==> src/rtl/mul_seq32_pkg.sv <==
// Shared constants for the sequential 32x32 multiplier: widths, FSM encoding, iteration bound.
package mul_seq32_pkg;

   localparam int unsigned WIDTH  = 32;
   localparam int unsigned PROD_W = 2 * WIDTH;
   localparam int unsigned ADD_W  = WIDTH + 1;
   localparam int unsigned CNT_W  = 5;

   typedef enum logic [1:0] {
      ST_IDLE = 2'd0,
      ST_EXEC = 2'd1,
      ST_DONE = 2'd2
   } state_t;

   localparam logic [CNT_W-1:0] ITER_LAST = 5'd31;

endpackage

==> src/rtl/mul_add33.sv <==
// 33-bit carry look-ahead adder slice (4-bit lookahead groups) shared by every multiply iteration.
// With MUL_SIGNED_EN the b operand is a full 33 bits; otherwise it is 32 bits zero-extended.
module mul_add33
   import mul_seq32_pkg::*;
(
   input  logic [ADD_W-1:0] a,
`ifdef MUL_SIGNED_EN
   input  logic [ADD_W-1:0] b,
`else
   input  logic [WIDTH-1:0] b,
`endif
   input  logic             ci,
   output logic [ADD_W-1:0] s
);

   logic [ADD_W-1:0] b_ext;
   logic [ADD_W-1:0] p;
   logic [WIDTH-1:0] g;
   logic [ADD_W-1:0] c;

`ifdef MUL_SIGNED_EN
   assign b_ext = b;
`else
   assign b_ext = {1'b0, b};
`endif

   // Carries inside each nibble are computed directly from g/p; groups chain on their carry-in.
   always_comb begin
      p = a ^ b_ext;
      g = a[WIDTH-1:0] & b_ext[WIDTH-1:0];
      c = '0;
      c[0] = ci;
      for (int k = 0; k < 8; k++) begin
         c[4*k+1] = g[4*k] | (p[4*k] & c[4*k]);
         c[4*k+2] = g[4*k+1] | (p[4*k+1] & g[4*k]) | (p[4*k+1] & p[4*k] & c[4*k]);
         c[4*k+3] = g[4*k+2] | (p[4*k+2] & g[4*k+1]) | (p[4*k+2] & p[4*k+1] & g[4*k])
                  | (p[4*k+2] & p[4*k+1] & p[4*k] & c[4*k]);
         c[4*k+4] = g[4*k+3] | (p[4*k+3] & g[4*k+2]) | (p[4*k+3] & p[4*k+2] & g[4*k+1])
                  | (p[4*k+3] & p[4*k+2] & p[4*k+1] & g[4*k])
                  | (p[4*k+3] & p[4*k+2] & p[4*k+1] & p[4*k] & c[4*k]);
      end
      s = p ^ c;
   end

endmodule

==> src/rtl/mul_seq32.sv <==
// Multi-cycle 32x32->64 shift-add multiplier with start/busy/done handshake around one 33-bit adder.
// Define MUL_SIGNED_EN to add the op_signed port and radix-2 Booth signed mode.
module mul_seq32
   import mul_seq32_pkg::*;
(
   input  logic              clk,
   input  logic              reset_n,
   input  logic              start,
   input  logic [WIDTH-1:0]  multiplicand,
   input  logic [WIDTH-1:0]  multiplier,
`ifdef MUL_SIGNED_EN
   input  logic              op_signed,
`endif
   output logic              busy,
   output logic              done,
   output logic [PROD_W-1:0] result
);

   state_t             state, state_nxt;
   logic               accept;
   logic [CNT_W-1:0]   cnt;
   logic [WIDTH-1:0]   mcand;
   logic [WIDTH-1:0]   p_lo;
   logic [ADD_W-1:0]   acc;
   logic [ADD_W-1:0]   sum;
   logic               add_ci;
   logic               shift_msb;
   logic [ADD_W-1:0]   acc_nxt;
   logic [WIDTH-1:0]   plo_nxt;
`ifdef MUL_SIGNED_EN
   logic               sgn;
   logic               q_m1;
   logic [ADD_W-1:0]   mcand_x;
   logic [ADD_W-1:0]   add_b;
`else
   logic [WIDTH-1:0]   add_b;
`endif

   always_ff @(posedge clk or negedge reset_n) begin
      if (!reset_n) state <= ST_IDLE;
      else          state <= state_nxt;
   end

   // Next state; start is only honoured in IDLE or DONE.
   always_comb begin
      state_nxt = state;
      accept    = 1'b0;
      case (state)
         ST_IDLE: begin
            if (start) begin
               accept    = 1'b1;
               state_nxt = ST_EXEC;
            end
         end
         ST_EXEC: begin
            if (cnt == ITER_LAST) state_nxt = ST_DONE;
         end
         ST_DONE: begin
            if (start) begin
               accept    = 1'b1;
               state_nxt = ST_EXEC;
            end else begin
               state_nxt = ST_IDLE;
            end
         end
         default: state_nxt = ST_IDLE;
      endcase
   end

   // Adder operand selection and the one-bit right shift of {acc, p_lo}.
   always_comb begin
      add_b     = '0;
      add_ci    = 1'b0;
      shift_msb = 1'b0;
`ifdef MUL_SIGNED_EN
      mcand_x = sgn ? {mcand[WIDTH-1], mcand} : {1'b0, mcand};
      if (sgn) begin
         case ({p_lo[0], q_m1})
            2'b01:   add_b = mcand_x;
            2'b10: begin
               add_b  = ~mcand_x;
               add_ci = 1'b1;
            end
            default: add_b = '0;
         endcase
         shift_msb = sum[ADD_W-1];
      end else if (p_lo[0]) begin
         add_b = mcand_x;
      end
`else
      if (p_lo[0]) add_b = mcand;
`endif
      acc_nxt = {shift_msb, sum[ADD_W-1:1]};
      plo_nxt = {sum[0], p_lo[WIDTH-1:1]};
   end

   mul_add33 u_add (
      .a  (acc),
      .b  (add_b),
      .ci (add_ci),
      .s  (sum)
   );

   always_ff @(posedge clk or negedge reset_n) begin
      if (!reset_n) begin
         cnt    <= '0;
         mcand  <= '0;
         p_lo   <= '0;
         acc    <= '0;
         result <= '0;
         busy   <= 1'b0;
         done   <= 1'b0;
`ifdef MUL_SIGNED_EN
         sgn    <= 1'b0;
         q_m1   <= 1'b0;
`endif
      end else begin
         busy <= (state_nxt == ST_EXEC);
         done <= (state_nxt == ST_DONE);
         if (accept) begin
            mcand <= multiplicand;
            p_lo  <= multiplier;
            acc   <= '0;
            cnt   <= '0;
`ifdef MUL_SIGNED_EN
            sgn   <= op_signed;
            q_m1  <= 1'b0;
`endif
         end else if (state == ST_EXEC) begin
            acc  <= acc_nxt;
            p_lo <= plo_nxt;
            cnt  <= cnt + CNT_W'(1);
`ifdef MUL_SIGNED_EN
            q_m1 <= p_lo[0];
`endif
            if (cnt == ITER_LAST) result <= {acc_nxt[WIDTH-1:0], plo_nxt};
         end
      end
   end

endmodule
==> config.mk <==
export PLATFORM = sky130hd
export DESIGN_NAME = mul_seq32
export DESIGN_NICKNAME = d
export VERILOG_FILES = /design/src/rtl/mul_seq32_pkg.sv /design/src/rtl/mul_add33.sv /design/src/rtl/mul_seq32.sv
export SDC_FILE = /design/constraint.sdc
export NUM_CORES = 1
export LEC_CHECK = 0
export ABC_AREA = 1
export BUFFER_PORTS_ARGS = -buffer_cell sky130_fd_sc_hd__buf_2
export CORE_MARGIN = 2
export CORE_UTILIZATION = 57
export CTS_CLUSTER_DIAMETER = 80
export DETAILED_ROUTE_END_ITERATION = 6
export PLACE_DENSITY = 0.76
export SYNTH_ARGS = -nofsm -noshare
export SYNTH_HDL_FRONTEND = slang
export SYNTH_HIERARCHICAL = 1
export SYNTH_SLANG_ARGS = --single-unit
==> constraint.sdc <==
create_clock -name clk -period 3.59 [get_ports clk]
set_input_delay 0.1795 -clock clk [delete_from_list [all_inputs] [get_ports clk]]
set_output_delay 0.1795 -clock clk [all_outputs]
set_load 0.05 [all_outputs]
==> out/metrics.yaml, run 1 <==
drt:
  avgViaCountPerCell: 4.943
  first_pass_iters: 5
  finalWirelength_microns: 18110
  drt_iter0_markers: 360
  vias: 6747
  wire_per_inst_microns: 13.26
  ant_nets: 0
  drc_errors: 0
power:
  ir_worst_vdd_mv: 0.5696
  finalPower_uw: 10330
  clkPwrFrac: 0.181
  switching_power_uw: 4776
  p_sw_frac: 0.4623
  p_leak_uw: 0.005698
  power.density_mw_per_mm2: 1020
  p_seq_frac: 0.329
  combPwrFrac: 0.490
  internal_power_uw: 5554
cts:
  cts_tree: "done"
  clockBufferDepth: 2
  clock_sinks: 169
  root_buffer: "clkbuf_16"
  post-cts-setup-buffers: 0
  htreeDepth: 4
  clock_latency_ps: 420
  cts.clk_slew.worst_paths_ps: 60
  cts_buffers: 17
final_layout:
  utilization: 0.6998
  layout_common_cells: "nand2_1, dfrtp_1, buf_2"
  final_cell_area_sq_mm: 0.01013
  nets: 1278
  n_fill_cell: 1158
  drive_gt1_frac: 0.1914
  antennaDiodeCount: 0
  instances_no_fill: 1365
  layout_commonest_cell: "nand2_1"
  syn_to_final_growth_pct: 20.17
grt:
  grt_pass1_wl_microns: 31220
  antenna_found_initial: 0
  gr-usage-all-layers: 0.2434
  gr-total-overflow: 0
  grt_pass1_vias: 6725
  grt_max_degree: 99
yosys:
  yosys.area_share.simple: 0.2304
  yosysWarnings: 6
  muxShareOfSynthArea: 0
  synth_area_leaders: "dfrtp_1, nand2_1, o21ai_0"
  synth.avg_cell_area_sq_um: 8.324
  synth_top_family_by_area: "simple AND/OR/NAND/NOR gates"
  synth_xor_area_frac: 0.02181
  ys_ff_latch: 169
  yosys.area.top_type_share: 0.5016
  synthCells: 1013
  synth-seq-area-share: 0.5016
  synthAdderAreaFrac: 0.06945
  synth_area_sq_mm: 0.008432
  synth_area_leader_cell: "dfrtp_1"
  synth_compound_area_frac: 0.09126
  synth.distinct_cells: 31
timing:
  fin_crit_ps: 3210
  fmax_ghz: 0.3116
  slew_headroom: 0.4237
  post-route-period-util: 0.8940
  slew_viol_final: 0
  fin_setup_tns_ps: 0
  clock-skew-final_ps: 6.005
  tightest_slew_ps: 864.4
  rsz0062_at_grt: "no"
  finalHoldViolCount: 0
  setup_viol: 0
setup_path:
  crit_fanout: 18
  criticalPathCategory: "flip-flop to flip-flop"
  required_ps: 3920
  endpoint_kind: "flip-flop"
  worst_setup_path_start_kind: "flip-flop"
  arrival_ps: 3540
floorplan:
  start_util: 0.5824
  die_area_sq_mm: 0.01578
  rows: 44
  fp.dieW_microns: 125.6
  core_area_sq_mm: 0.01448
  fp.dieH_microns: 125.6
  io-pin-count: 133
placement:
  port-buffer-count: 132
  place_congestion: 0.8141
  dp.cells: 1299
  dpl_cell_area_sq_mm: 0.009179
  dpl.hpwl_microns: 11640
run:
  drv_cap: 0
hold_path:
  min_path_type: "primary input to flip-flop"
outcome:
  status: "complete, no violations"
[logic make-up (layout without fill, tap and decap cells)]
logic type / Yosys count / count (layout)
other cells: 1 / 4
flops: 169 / 169
buf+inv: 166 / 331
simple gates: 462 / 462
compound gates: 152 / 152
xor+xnor: 21 / 21
fa+ha+maj: 42 / 42
[worst max-delay path, cell delays in order (launching register included)]
cell and delay (ps):
dfrtp_1 680, buf_4 340, nand2_1 80, inv_1 70, ha_1 260, a21oi_1 200
o21bai_1 80, a21oi_1 240, nand2_4 110, nand2_4 70, nand2_4 70, nand2_4 80
nand2_4 60, fa_1 380, xor2_1 160, inv_1 60, o21ai_0 150
[synthesized netlist by cell type (all sizes together)]
master / number
buf: 26
fa: 8
clkinv: 1
nor3: 2
a21oi: 22
xnor2: 6
nand3: 18
dfrtp: 169
xor2: 15
or2: 29
nand2: 391
o21ai: 127
nor2: 20
clkbuf: 18
ha: 34
inv: 121
conb: 1
nand4: 1
o21bai: 2
a41oi: 1
and2: 1
[through the flow]
stage                     setup slack (ps)  hold slack [ps]
final                                380.5            36.74
after floorplan                      686.3           -116.1
after global placement               506.5            331.6
after global routing                 108.5            31.71
after CTS                            358.8            16.83
after detailed placement             395.0            326.4
[per-layer routing]
layer  global-route usage  vias to the layer above  share of wire
met2               0.4057                      155           0.48
met4              0.07255                        0          0.011
met5                    0                        -              0
li1                     -                     3429              -
met1               0.3211                     3144           0.45
met3              0.05565                       19          0.054
[worst paths after layout]
check | start | endpoint | slack (ps) | depth (start not counted)
min in group asynchronous | reset_n | mcand[6] | 400 | 2
max reg2reg | p_lo[0] | result[60] | 380 | 16
min | multiplier[9] | p_lo[9] | 40 | 4
min reg2reg | p_lo[26] | p_lo[26] | 480 | 2
max in group asynchronous | reset_n | acc[26] | 2270 | 3
max | p_lo[0] | result[60] | 380 | 16
[flip-flops by register name (all words and copies together) (netlist names)]
register / count
acc: 32
busy: 1
cnt: 5
done: 1
mcand: 32
p_lo: 32
result: 64
state: 2
[power groups by stage]
stage	Clock (uW)	Sequential (uW)	Combinational (uW)
CTS	1900	3400	5090
finish	1870	3400	5060
detailed placement	0	3400	5020
global placement	0	3390	4860
global route	2000	3510	5700
floorplan	0	4340	2920
[repair_timing]
action,CTS,global route
endpoints found under the hold margin,129,0
hold buffers,35,0
gates resized for setup,0,0
[layout make-up]
type / count / area, sq um / area share
flip-flops and latches: 169 / 4229 / 0.4174
well taps: 184 / 230.2 / 0.02272
clock inverters: 10 / 142.6 / 0.01408
multi-input cells: 681 / 3500 / 0.3454
clock buffers: 21 / 460.4 / 0.04544
inverters: 122 / 457.9 / 0.04520
repair buffers: 178 / 1112 / 0.1098
Power figures use the tool's default switching activity.
==> run 2: changes to the inputs <==
==> constraint.sdc (replaced) <==
create_clock -name clk -period 3.59 [get_ports clk]
set_input_delay 0.5385 -clock clk [delete_from_list [all_inputs] [get_ports clk]]
set_output_delay 0.5385 -clock clk [all_outputs]
set_load 0.05 [all_outputs]
==> run 2 against run 1 <==
Against the previous run: sequential share of layout area is 1.7 points higher; non-clock buffer count is 33 lower; sequential power hardly changed; cell count is 2.5% lower; clock-buffer cell count is 1 higher; setup slack better by 88 ps; critical path depth stayed put; total power is 1.9% lower; wire length is 2.3% lower; critical endpoint unchanged.
==> out/metrics.yaml, run 2 (synthesis results as in run 1) <==
timing:
  slew_headroom: 0.5307  # +0.1070
  finalHoldViolCount: 0  # unchanged
  setup_ws_ps: 468.7  # +88.17 ps
  post-route-period-util: 0.8695  # -0.02456
  fin_setup_tns_ps: 0  # unchanged
  slew_viol_final: 0  # unchanged
  clock-skew-final_ps: 6.175  # +0.1704 ps
  fmax_ghz: 0.3204  # +2.8%
  setup_viol: 0  # unchanged
  fin_hold_ws_ps: 113.6  # +76.85 ps
  rsz0062_at_grt: "no"
  tightest_slew_ps: 704.0  # -160.5 ps
  fin_crit_ps: 3121  # -88.17 ps
final_layout:
  nets: 1245  # -2.6%
  antennaDiodeCount: 0  # unchanged
  syn_to_final_growth_pct: 15.52
  layout_common_cells: "nand2_1, dfrtp_1, buf_2"
  regMostFlops: "result"
  seq_area_sq_mm: 0.004229  # unchanged
  n_fill_cell: 1247  # +7.7%
  largest_reg_flops: 64  # unchanged
  drive_gt1_frac: 0.1979  # +0.006544
  utilization: 0.6727  # -0.02705
  layout_commonest_cell: "nand2_1"
  multi_input_area_sq_mm: 0.003500  # unchanged
floorplan:
  fp.dieH_microns: 125.6  # unchanged
  start_util: 0.5824  # unchanged
  core_area_sq_mm: 0.01448  # unchanged
  io-pin-count: 133  # unchanged
  rows: 44  # unchanged
  die_area_sq_mm: 0.01578  # unchanged
  fp.dieW_microns: 125.6  # unchanged
setup_path:
  worst_setup_path_start_kind: "flip-flop"
  required_ps: 3920  # about the same
  cpMostUsedCell: "nand2_4"
  path_cells: "buf_4 > nand2_1 > inv_1 > ha_1 > a21oi_1 > o21bai_1 > a21oi_1 > nand2_4 > nand2_4 > nand2_4 > nand2_4 > nand2_4 > fa_1 > xor2_1 > inv_1 > o21ai_0"
  crit_family: "flip-flops"
  arrival_ps: 3450  # -90 ps
  cp_slowest_cell: "dfrtp_1"
  crit_fanout: 18  # unchanged
  criticalPathCategory: "flip-flop to flip-flop"
  worst-path-buf-inv: 3  # unchanged
  critPathMaxStageDelay_ps: 670  # about the same
  endpoint_kind: "flip-flop"
grt:
  grt_max_degree: 79  # -20%
  antenna_found_initial: 0  # unchanged
  gr-total-overflow: 0  # unchanged
  grt_pass1_wl_microns: 30170  # -3.4%
  grt_pass1_vias: 6434  # -4.3%
  gr-usage-all-layers: 0.2351  # -0.008271
drt:
  avgViaCountPerCell: 4.980  # +0.75%
  finalWirelength_microns: 17690  # -2.3%
  first_pass_iters: 5  # unchanged
  ant_nets: 0  # unchanged
  vias: 6628  # -1.8%
  drc_errors: 0  # unchanged
  wire_per_inst_microns: 13.29  # +0.18%
  drt_iter0_markers: 402  # +12%
cts:
  post_cts_resized: 0  # unchanged
  cts_tree: "done"
  clockBufferDepth: 2  # unchanged
  post-cts-setup-buffers: 0  # unchanged
  cts_buffers: 17  # unchanged
  clock_latency_ps: 420  # about the same
  hold_buffers: 0  # -100%
  cts.clk_slew.worst_paths_ps: 60  # about the same
  htreeDepth: 4  # unchanged
  clock_sinks: 169  # unchanged
  root_buffer: "clkbuf_16"
placement:
  place_congestion: 0.8386  # +3.0%
  dpl.hpwl_microns: 11810  # +1.4%
  place_ws_ps: 444.9  # +49.84 ps
  port-buffer-count: 132  # unchanged
outcome:
  status: "complete, no violations"
power:
  power.density_mw_per_mm2: 1040  # +2.0%
  ir_worst_vdd_mv: 0.4485  # -21%
  p_leak_uw: 0.005531  # -2.9%
run:
  drv_cap: 0  # unchanged
hold_path:
  min_path_type: "primary input to asynchronous set/reset pin"
-- run 2: cell count changes in the layout (fill, tap and decap cells not counted), sizes merged --
| cell | before | now |
|---|---|---|
| clkinvlp | 1 | 3 |
| buf | 143 | 145 |
| dlygate4sd3 | 35 | 0 |
| clkbuf | 21 | 22 |
| inv | 123 | 121 |
| bufinv | 3 | 1 |
-- run 2: final cells by class --
| type | count | area share |
|---|---|---|
| clock buffers | 22 | 0.04868 |
| clock inverters | 8 | 0.007450 |
| inverters | 122 | 0.04701 |
| multi-input cells | 681 | 0.3593 |
| flip-flops and latches | 169 | 0.4342 |
| well taps | 184 | 0.02364 |
| repair buffers | 145 | 0.07977 |
-- run 2: path summary, 6_finish.rpt --
kind                              end  slack, ps             start  depth (start not counted)
min in group clk            mcand[28]        310  multiplicand[28]                          3
max                        result[60]        470           p_lo[0]                         16
min                            acc[2]        110           reset_n                          1
max reg2reg                result[60]        470           p_lo[0]                         16
max in group asynchronous    p_lo[16]       2560           reset_n                          2
min reg2reg                 mcand[30]        480         mcand[30]                          2
-- run 2: through the flow --
stage | power (uW) | cells | area, sq um
floorplan | 7263 | 1016 | 8443
global placement | 8259 | 1301 | 9194
detailed placement | 8432 | 1301 | 9194
CTS | 10200 | 1331 | 9741
global route | 11000 | 1331 | 9741
finish | 10130 | 1331 | 9741
-- run 2: worst register-to-register path: cells and delay by family, from the launching register on --
kind | cells | cell delay [ps]
buf+inv | 3 | 450
flops | 1 | 670
compound gates | 4 | 640
xor+xnor | 1 | 160
simple gates | 6 | 460
fa+ha+maj | 2 | 640
-- run 2: power breakdown --
part | leakage (uW) | switching (uW) | internal, uW
Combinational | 0.00327 | 3440 | 1570
Sequential | 0.00199 | 575 | 2830
Clock | 0.000264 | 719 | 996
-- run 2: routing by layer --
layer | GRT usage | up-vias | share of wire
met1 | 0.3147 | 3092 | 0.45
met4 | 0.07386 | 0 | 0.014
met3 | 0.05692 | 20 | 0.054
met5 | 0 | - | 0
li1 | - | 3356 | -
met2 | 0.3831 | 160 | 0.48
==> run 3: changes to the inputs <==
--- a/config.mk
+++ b/config.mk
@@ -5,7 +5,6 @@
 export SDC_FILE = /design/constraint.sdc
 export NUM_CORES = 1
 export LEC_CHECK = 0
-export ABC_AREA = 1
 export BUFFER_PORTS_ARGS = -buffer_cell sky130_fd_sc_hd__buf_2
 export CORE_MARGIN = 2
 export CORE_UTILIZATION = 57
==> run 3 against run 2 <==
Against the previous run: sequential power down 2%; global-route usage down 0.74 points; die area down 1.5%; clock skew up 3.8 ps; synthesized cell count down 25%; hold slack better by 52 ps; largest cell class unchanged; highest routed layer is now met5.
==> out/metrics.yaml, run 3 <==
setup_path:
  crit_fanout: 7  # -11
  criticalPathCategory: "flip-flop to flip-flop"
  worst_setup_path_start_kind: "flip-flop"
  required_ps: 3900  # -20 ps
  arrival_ps: 3720  # +270 ps
  rrSetupSlack_ps: 180  # -290 ps
  endpoint_kind: "flip-flop"
final_layout:
  drive_gt1_frac: 0.2925  # +0.09459
  layout_common_cells: "nand2_1, dfrtp_1, buf_2"
  syn_to_final_growth_pct: 17.97
  antennaDiodeCount: 0  # unchanged
  utilization: 0.6813  # +0.008551
  final_cell_area_sq_mm: 0.009789  # +0.50%
  regMostFlops: "result"
  instances_no_fill: 1090  # -18%
  n_fill_cell: 1136  # -8.9%
  largest_reg_flops: 64  # unchanged
  nets: 1004  # -19%
timing:
  setup_viol: 0  # unchanged
  rsz0062_at_grt: "no"
  fmax_ghz: 0.2933  # -8.5%
  post-route-period-util: 0.9497  # +0.08025
  tightest_slew_ps: 1040  # +336.5 ps
  fin_crit_ps: 3409  # +288.1 ps
  slew_viol_final: 0  # unchanged
  clock-skew-final_ps: 9.927  # +3.751 ps
  slew_headroom: 0.3059  # -0.2247
  finalHoldViolCount: 0  # unchanged
yosys:
  synth_top_family_by_area: "simple AND/OR/NAND/NOR gates"
  muxShareOfSynthArea: 0.1066  # +0.1066
  yosysWarnings: 6  # unchanged
  synth_edf_count: 0  # unchanged
  synth_compound_area_frac: 0.1021  # +0.01082
  synth_area_sq_mm: 0.008298  # -1.6%
  yosysMostFrequentCell: "dfrtp_1"
  synthFlopType: "dfrtp_1"
  netlist_top_cells_count: "dfrtp_1, nand2_1, nor2_1"
  synth_area_leaders: "dfrtp_1, nand2_1, mux2_4"
  ys_ff_latch: 169  # unchanged
  synthArstFlopShare: 1.000  # unchanged
  synth_area_leader_cell: "dfrtp_1"
  synth.distinct_cells: 57  # +84%
  yosys.area_share.simple: 0.1586  # -0.07182
  synth.avg_cell_area_sq_um: 10.86  # +30%
  synth_xor_area_frac: 0.02201  # +0.0002011
  synthCells: 764  # -25%
  synthAdderAreaFrac: 0.07057  # +0.001120
  synth-seq-area-share: 0.5097  # +0.008092
  yosys.area.top_type_share: 0.5097  # +0.008092
cts:
  clockBufferDepth: 2  # unchanged
  clock_latency_ps: 430  # about the same
  cts_tree: "done"
  cts_buffers: 17  # unchanged
  clock_sinks: 169  # unchanged
  root_buffer: "clkbuf_16"
  htreeDepth: 4  # unchanged
  cts.clk_slew.worst_paths_ps: 60  # about the same
placement:
  dpl_cell_area_sq_mm: 0.009123  # -0.78%
  dpl.hpwl_microns: 11490  # -2.7%
  port-buffer-count: 132  # unchanged
  dp.cells: 1057  # -19%
  place_congestion: 0.8175  # -2.5%
grt:
  grt_max_degree: 97  # +23%
  grt_pass1_vias: 5934  # -7.8%
  gr-total-overflow: 0  # unchanged
  gr-usage-all-layers: 0.2278  # -0.007380
  antenna_found_initial: 1  # +1
  grt_pass1_wl_microns: 28660  # -5.0%
drt:
  dr_wl_met2_microns: 8279  # -1.9%
  highest_layer: "met5"
  drc_errors: 0  # unchanged
  first_pass_iters: 4  # -1
  dr_wl_met3_microns: 757  # -20%
  avgViaCountPerCell: 5.433  # +9.1%
  ant_nets: 0  # unchanged
  vias: 5922  # -11%
  finalWirelength_microns: 17290  # -2.2%
  wl_met1_microns: 7913  # -1.6%
  drt_iter0_markers: 322  # -20%
  wire_per_inst_microns: 15.86  # +19%
power:
  p_leak_uw: 0.005104  # -7.7%
  power.density_mw_per_mm2: 1040  # about the same
  ir_worst_vdd_mv: 0.5429  # +21%
hold_path:
  min_path_type: "primary input to asynchronous set/reset pin"
floorplan:
  io-pin-count: 133  # unchanged
  start_util: 0.5775  # -0.004855
  core_area_sq_mm: 0.01437  # -0.76%
  die_area_sq_mm: 0.01554  # -1.5%
  rows: 44  # unchanged
  fp.dieW_microns: 124.7  # -0.77%
  fp.dieH_microns: 124.7  # -0.77%
outcome:
  status: "complete, no violations"
run:
  drv_cap: 0  # unchanged
## run 3: cell types whose count changed after synthesis, sizes merged, moves of 30 or more
cell,before,now
nor2,20,57
a22o,0,34
mux2,0,65
inv,121,9
o21ai,127,15
a31oi,0,30
and2,1,32
nand2,391,170
## run 3: worst paths after layout
path | from | end | depth (start not counted)
setup / recovery | p_lo[0] | result[59] | 12
hold / removal | reset_n | result[23] | 1
setup reg to reg | p_lo[0] | result[59] | 12
min in group clk | multiplicand[14] | mcand[14] | 3
hold reg to reg | mcand[10] | mcand[10] | 2
max in group asynchronous | reset_n | result[6] | 2
## run 3: layout make-up
cell class / instances / area (sq um) / share of cell area
Sequential cell: 169 / 4233 / 0.4324
Multi-Input combinational cell: 552 / 3889 / 0.3972
Timing Repair Buffer: 146 / 784.5 / 0.08014
Clock buffer: 23 / 478.0 / 0.04882
Tap cell: 184 / 230.2 / 0.02352
Clock inverter: 7 / 141.4 / 0.01444
Inverter: 9 / 33.78 / 0.003451
## run 3: what timing repair did
action,in CTS,in global routing
hold buffers,0,0
setup endpoints to repair,3,2
buffers inserted,0,3
gates resized for setup,1,7
hold endpoints to repair,0,0
## run 3: cell families after synthesis
kind of cell	after synthesis
AND/OR/NAND/NOR	299
XOR/XNOR	20
buffers and inverters	50
AO/OA/AOI/OAI	117
multiplexers	66
other	1
adder cells (fa/ha/maj)	42
flip-flops	169
## run 3: stage by stage
stage	setup TNS [ps]	total power, uW	setup WS [ps]	hold slack, ps
4_1_cts	0	10180	155.7	200.5
3_3_place_gp	0	8055	47.68	453.9
2_1_floorplan	0	7069	385.4	242.9
5_1_grt	0	10870	6.090	226.6
6_report	0	10180	180.6	165.7
3_5_place_dp	-12.92	8201	-9.035	458.8
## run 3: worst max-delay path, stage by stage, from the launching register on
cell and delay, ps:
dfrtp_4 530, clkbuf_4 200, and2_1 150, ha_1 370, nand3_2 110, or3_1 350, or3_4 370, a21oi_2 210
o21ai_2 90, nand2_1 90, or2_2 120, fa_1 430, mux2_2 270
## run 3: layer usage
metal	up-vias	track usage
met2	139	0.3687
met1	2884	0.3074
met3	27	0.04940
met4	2	0.07733
met5	-	0
li1	2870	-
## run 3: where the power goes
| group | internal (uW) | switching, uW | leakage [uW] |
|---|---|---|---|
| Sequential | 2790 | 556 | 0.00208 |
| Clock | 1210 | 719 | 0.000299 |
| Combinational | 1990 | 2910 | 0.00272 |
